<file path="src/rtl/freq_meter.sv">
`default_nettype none
// ============================================================================
//  Module   : freq_meter
//  Purpose  : Gated frequency counter. Counts rising edges of an asynchronous
//             input over a fixed gate of GateCycles clocks and publishes the
//             count with a one-cycle Valid strobe. Back-to-back gates run
//             with no dead cycle while En stays high.
//  Ports    : Clk   - system clock (rising edge)
//             Rst   - synchronous active-high reset
//             En    - measurement enable (level)
//             SigIn - asynchronous signal being measured
//             Freq  - edge count of the last completed gate (registered)
//             Valid - one-cycle pulse when Freq/Ovf are updated
//             Ovf   - last completed gate lost edges to counter saturation
//             Busy  - a gate is in progress
//  Revision : 1.0 - initial release
// ============================================================================
module freq_meter #(
  parameter int BoardFreq  = 50_000_000,
  parameter int GateCycles = BoardFreq,
  parameter int GateBits   = 27,
  parameter int CntBits    = 27
) (
  input  logic               Clk,
  input  logic               Rst,
  input  logic               En,
  input  logic               SigIn,
  output logic [CntBits-1:0] Freq,
  output logic               Valid,
  output logic               Ovf,
  output logic               Busy
);

  typedef enum logic [0:0] {
    IDLE    = 1'b0,
    MEASURE = 1'b1
  } state_t;

  localparam logic [GateBits-1:0] GateLast = GateBits'(GateCycles - 1);
  localparam logic [GateBits-1:0] GateOne  = GateBits'(1);
  localparam logic [CntBits-1:0]  CntMax   = '1;
  localparam logic [CntBits-1:0]  CntOne   = CntBits'(1);

  state_t               state_q, state_d;
  logic [2:0]           sync_q, sync_d;      // [0],[1] synchronizer, [2] delay
  logic [GateBits-1:0]  gate_cnt_q, gate_cnt_d;
  logic [CntBits-1:0]   edge_cnt_q, edge_cnt_d;
  logic                 sat_q, sat_d;        // an edge was dropped this gate
  logic [CntBits-1:0]   freq_q, freq_d;
  logic                 ovf_q, ovf_d;
  logic                 valid_q, valid_d;

  logic                 detect;
  logic                 at_max;
  logic                 lost;
  logic                 terminal;
  logic [CntBits-1:0]   edge_next;

  always_comb begin
    sync_d     = {sync_q[1:0], SigIn};
    detect     = sync_q[1] & ~sync_q[2];
    at_max     = (edge_cnt_q == CntMax);
    // Ovf means the count is a lower bound: an edge arrived while full.
    lost       = detect & at_max;
    edge_next  = (detect && !at_max) ? (edge_cnt_q + CntOne) : edge_cnt_q;
    terminal   = (state_q == MEASURE) && (gate_cnt_q == GateLast);

    state_d    = state_q;
    gate_cnt_d = gate_cnt_q;
    edge_cnt_d = edge_cnt_q;
    sat_d      = sat_q;
    freq_d     = freq_q;
    ovf_d      = ovf_q;
    valid_d    = 1'b0;

    case (state_q)
      IDLE: begin
        gate_cnt_d = '0;
        edge_cnt_d = '0;
        sat_d      = 1'b0;
        if (En) begin
          state_d = MEASURE;
        end
      end
      MEASURE: begin
        if (terminal) begin
          // The detect pulse of the terminal cycle belongs to this gate;
          // the next gate starts from zero in the following cycle.
          freq_d     = edge_next;
          ovf_d      = sat_q | lost;
          valid_d    = 1'b1;
          gate_cnt_d = '0;
          edge_cnt_d = '0;
          sat_d      = 1'b0;
          state_d    = En ? MEASURE : IDLE;
        end else if (!En) begin
          // Abort: results keep their previous values, counters are
          // cleared on the way back through IDLE.
          state_d = IDLE;
        end else begin
          gate_cnt_d = gate_cnt_q + GateOne;
          edge_cnt_d = edge_next;
          sat_d      = sat_q | lost;
        end
      end
      default: begin
        state_d = IDLE;
      end
    endcase
  end

  always_ff @(posedge Clk) begin
    if (Rst) begin
      state_q    <= IDLE;
      sync_q     <= '0;
      gate_cnt_q <= '0;
      edge_cnt_q <= '0;
      sat_q      <= 1'b0;
      freq_q     <= '0;
      ovf_q      <= 1'b0;
      valid_q    <= 1'b0;
    end else begin
      state_q    <= state_d;
      sync_q     <= sync_d;
      gate_cnt_q <= gate_cnt_d;
      edge_cnt_q <= edge_cnt_d;
      sat_q      <= sat_d;
      freq_q     <= freq_d;
      ovf_q      <= ovf_d;
      valid_q    <= valid_d;
    end
  end

  assign Freq  = freq_q;
  assign Ovf   = ovf_q;
  assign Valid = valid_q;
  assign Busy  = (state_q == MEASURE);

endmodule
`default_nettype wire

</file>
<file path="config.mk">
export PLATFORM = sky130hd
export DESIGN_NAME = freq_meter
export DESIGN_NICKNAME = d
export VERILOG_FILES = /design/src/rtl/freq_meter.sv
export SDC_FILE = /design/constraint.sdc
export NUM_CORES = 1
export LEC_CHECK = 0
export ABC_AREA = 1
export CORE_MARGIN = 4
export CORE_UTILIZATION = 30
export DETAILED_ROUTE_END_ITERATION = 8
export SLEW_MARGIN = 20
export SYNTH_ARGS = -nofsm -noshare
export SYNTH_HDL_FRONTEND = slang
export SYNTH_SLANG_ARGS = --single-unit
</file>
<file path="constraint.sdc">
create_clock -name Clk -period 2.3 [get_ports Clk]
set_clock_uncertainty 0.1 [all_clocks]
set_input_delay 0.575 -clock Clk [delete_from_list [all_inputs] [get_ports Clk]]
set_output_delay 0.575 -clock Clk [all_outputs]
set_load 0.005 [all_outputs]
</file>
* Word-level counts from Yosys, hierarchy flattened
Index checks and enable logic that the tools add are counted.
Storage, ports and cells: register bits 88, bits in latches 0, RAM bits 0, ROM bits 0, bits of input ports 4, output and inout bits 30, word-level logic and storage cells 35, memories kept 0
Cells by class: $add $sub $neg 2, multiply operators 0, div/mod/pow operators 0, $lt $le $gt $ge 0, equality and inequality tests 3, shift operators 0, muxes and demuxes 12, bitwise logic cells 5, reduce and logical (&&, ||, !) cells 5
Operators by type and width (count):
- $mux 27 | 5
- $pmux 27 s2 | 2
- $add 27x1->27 const B | 2
- $eq 27x26->1 const B | 1
- $eq 27x27->1 const B | 1
- $mux 1 | 4
- $ne 3x2->1 const B | 1
- $and 1x1->1 | 2
- $logic_and 1x1->1 | 2
- $not 1->1 | 2
- $pmux 1 s2 | 1
- $reduce_and 2->1 | 1
- $reduce_or 2->1 | 1
- $logic_not 1->1 | 1
- $or 1x1->1 | 1

* Logic depth before layout (Yosys ltp)
depth after elaboration 7, depth in mapped cells 13

* Worst setup path after synthesis
Ideal clock, no wire load.
kind flip-flop to flip-flop, start reg edge_cnt_q[0], end reg freq_q[12], in the netlist Freq[12], library setup time 0.113 ns, data arrival time 1.628 ns, required time 2.087 ns, path slack 0.459 ns, cell stages (with the launch flop) 14, path buffers 1, clock period less this slack 1.841 ns, cells stage by stage dfxtp_1 > ha_1 > nand3_1 > inv_2 > nand2_4 > nor2_8 > nand2_2 > nand2_4 > inv_2 > buf_6 > nand2_1 > nand2_1 > o21ai_1 > inv_1
Between the ends: word-level cells in the longest chain between the ends 4
Ends and longest elaborated chain:
- from (decl) | RTL line 47 | logic [CntBits-1:0] edge_cnt_q, edge_cnt_d;
- from (signal assigned) | RTL line 126 | edge_cnt_q <= edge_cnt_d;
- branches (longest 3 deep; another with $add 27x1->27)
- $mux 27 (*) | RTL line 65 | edge_next = (detect && !at_max) ? (edge_cnt_q + CntOne) : edge_cnt_q;
- to (signal assigned) | RTL line 128 | freq_q <= freq_d;
- to (decl) | RTL line 49 | logic [CntBits-1:0] freq_q, freq_d;
Mark *: on every way between the ends. A chain may end at the register's enable or synchronous reset.

* Worst setup path after layout
start reg state_q, in the netlist Busy, end out Busy
RTL lines:
- from (decl) | RTL line 44 | state_t state_q, state_d;
- from (signal assigned) | RTL line 123 | state_q <= state_d;
- to (decl) | RTL line 31 | output logic Busy
No word-level cell between the ends.

==> impl_metrics.ini <==
[hold_path]
hold_path.class = register to register
hold_start = sync_q[0]
holdPathEnd = sync_q[1]
whs_path_depth = 2

[synthesis]
yosysTopAreaCell = dfxtp_1
ys.flop_type = dfxtp_1
synthAdderAreaFrac = 0.00524
synth_top_family_by_area = simple AND/OR/NAND/NOR gates
synth_edf_count = 0
synthXorXnorAreaFrac = 0.0312
syn_avg_cell_area_um2 = 6.43
synth_area_um2 = 4770
ys_seq_area_frac = 0.369
synth_cells = 742
yosysWarnings = 0
synth_top_area_frac = 0.369
syn_nets = 748
muxShareOfSynthArea = 0
synth_common_cells = nand2_1, nor2_1, dfxtp_1, inv_1, a21oi_1
yosys.area_share.simple = 0.386
ys_ff_latch = 88
synth_cell_types = 32
yosysMostFrequentCell = nand2_1
synth_area_leaders = dfxtp_1, nand2_1, nor2_1
synth_compound_area_frac = 0.111
synth-async-reset-ratio = 0

[worst_setup_path]
critical_path_buf_inv_count = 1
slowest_delay_ns = 0.56
reg2reg_to = edge_cnt_q[16]
critPathLaunchType = register
rr_worst_depth = 12
timing.rr.start = edge_cnt_q[0]
path_class = register to output pin
r2r_slack_ns = 0.26
cp.required_ns = 1.62
crit_chain = clkdlybuf4s50_1
cp_slowest_cell = clkdlybuf4s50_1
arrival_ns = 1.40
end_kind = output pin
critPathMaxFanout = 5
cpLargestDelayFamily = buffers and inverters

[power]
p_per_area_nw_per_um2 = 554
leakage_uw = 0.00213
peakVddDrop_mv = 0.355
power_uw = 3140

[floorplan]
die_x_um = 134
num_io_pins = 34
core_area_um2 = 15400
die_h_um = 134
start_util = 0.311
std_cell_rows = 45
die_area_um2 = 18000

[clock_network]
numCtsBuffers = 9
clkSlewWorstSetupHoldPaths_ns = 0.07
cts_tree = built
holdBufCountCts = 0
root_buffer = clkbuf_16
clock_latency_ns = 0.35
htreeDepth = 3
clock_path_buffers = 2
cts.sinks = 88

[routing]
drc_errors = 0
wl_per_cell_um = 11.8
vias = 4456
drtPass1Iterations = 4
drtIter0Drc = 228
routed_via_density = 4.50
detail-route-antenna-nets = 0
routed_wl_um = 11700

[grt]
grt_pass1_vias = 4267
grt-ovfl-total = 0
grt_pass1_wl_um = 20500
grt_usage = 0.138
antenna_found_initial = 0
grt_max_degree = 55

[timing]
rsz0062_at_grt = no
finalMaxSlewViolations = 0
slew_headroom = 0.610
report.final.setup_viol = 0
fin_crit_sh = 0.902
fmax_mhz = 482
setup_slack_ns = 0.226
worst_slew_pin_slew_ns = 0.586
fin_setup_tns_ns = 0
whs_ns = 0.313
min_period_ns = 2.07
hold_viol = 0

[cells_and_area]
nets = 781
multiInputGateArea_um2 = 2560
nFillCells = 1656
syn_to_final_growth_pct = 18.7
seqCellArea_um2 = 1760
antennaDiodeCount = 0
post_route_cells_drive_above_1_share = 0.0859

[placement]
port_buffers = 33
post-place-ws_ns = 0.167
dp_hpwl_um = 8380
place.gp.congestion = 0.860

[flow_run]
max-cap-violations = 0

[run_status]
status = completed
-- metrics by stage --
stage          cell area (um2)  cells  utilization
6_report                  5670    991        0.369
5_1_grt                   5670    991        0.369
4_1_cts                   5650    991        0.367
3_5_place_dp              5340    975        0.347
3_3_place_gp              5340    975        0.347
2_1_floorplan             4770    742            -
-- sequential cells by signal, summed over array words and instances (netlist names) --
signal and flops:
Busy 1, sync_q 3, Ovf 1, edge_cnt_q 27, Freq 27, Valid 1, sat_q 1, gate_cnt_q 27
-- power breakdown --
| group | total, uW | internal (uW) | switching, uW |
|---|---|---|---|
| Combinational | 96.2 | 26.9 | 69.3 |
| Clock | 1510 | 903 | 610 |
| Sequential | 1530 | 1530 | 3.55 |
| Total | 3140 | 2460 | 683 |
-- how the worst max path moves through the flow --
stage	to	cells after the start	from	slack, ns
floorplan	Freq[12]	13	edge_cnt_q[0]	0.46
global placement	Freq[16]	12	edge_cnt_q[0]	0.24
detailed placement	edge_cnt_q[16]	12	edge_cnt_q[0]	0.17
CTS	edge_cnt_q[11]	12	edge_cnt_q[0]	0.15
global route	Freq[1]	11	gate_cnt_q[0]	0.01
finish	Busy	1	Busy	0.23
-- per-layer routing --
metal  GRT usage  vias to the layer above  routed length [um]
li1            -                     2406                   -
met1       0.192                     1973                5970
met2       0.216                       67                5100
met3      0.0293                       10                 454
met4      0.0424                        0                 164
met5           0                        -                   0
-- cell usage in the layout (no fill, tap or decap), types with 3 or more instances in the layout --
master,count
inv_2,5
nand4_1,10
nor2_2,8
o21ai_2,3
dfxtp_1,86
nand3_2,5
nand2_1,222
buf_4,11
xor2_1,5
nand2_2,3
inv_1,77
o21ai_0,25
o21ai_1,16
clkbuf_16,9
nor3_1,14
clkdlybuf4s50_1,32
xnor2_1,12
a21oi_1,57
nand3_1,42
nor2_1,108
nand3_4,3
-- layout make-up --
type,instances,area share
repair buffers,46,0.0791
clock inverters,4,0.00928
multi-input cells,546,0.452
inverters,84,0.0563
well taps,211,0.0466
flip-flops and latches,88,0.311
clock buffers,12,0.0453
-- kinds of logic (layout without fill, tap and decap cells) --
family | Yosys count | after routing
compound gates | 103 | 103
simple gates | 424 | 424
flops | 88 | 88
buf+inv | 108 | 146
fa+ha+maj | 2 | 2
xor+xnor | 17 | 17
-- timing repair --
action | in CTS | in global routing
setup endpoints to repair | 0 | 26
resized for setup | 0 | 7
buffers inserted | 0 | 0
No activity file was read; power rests on OpenSTA's default activity.
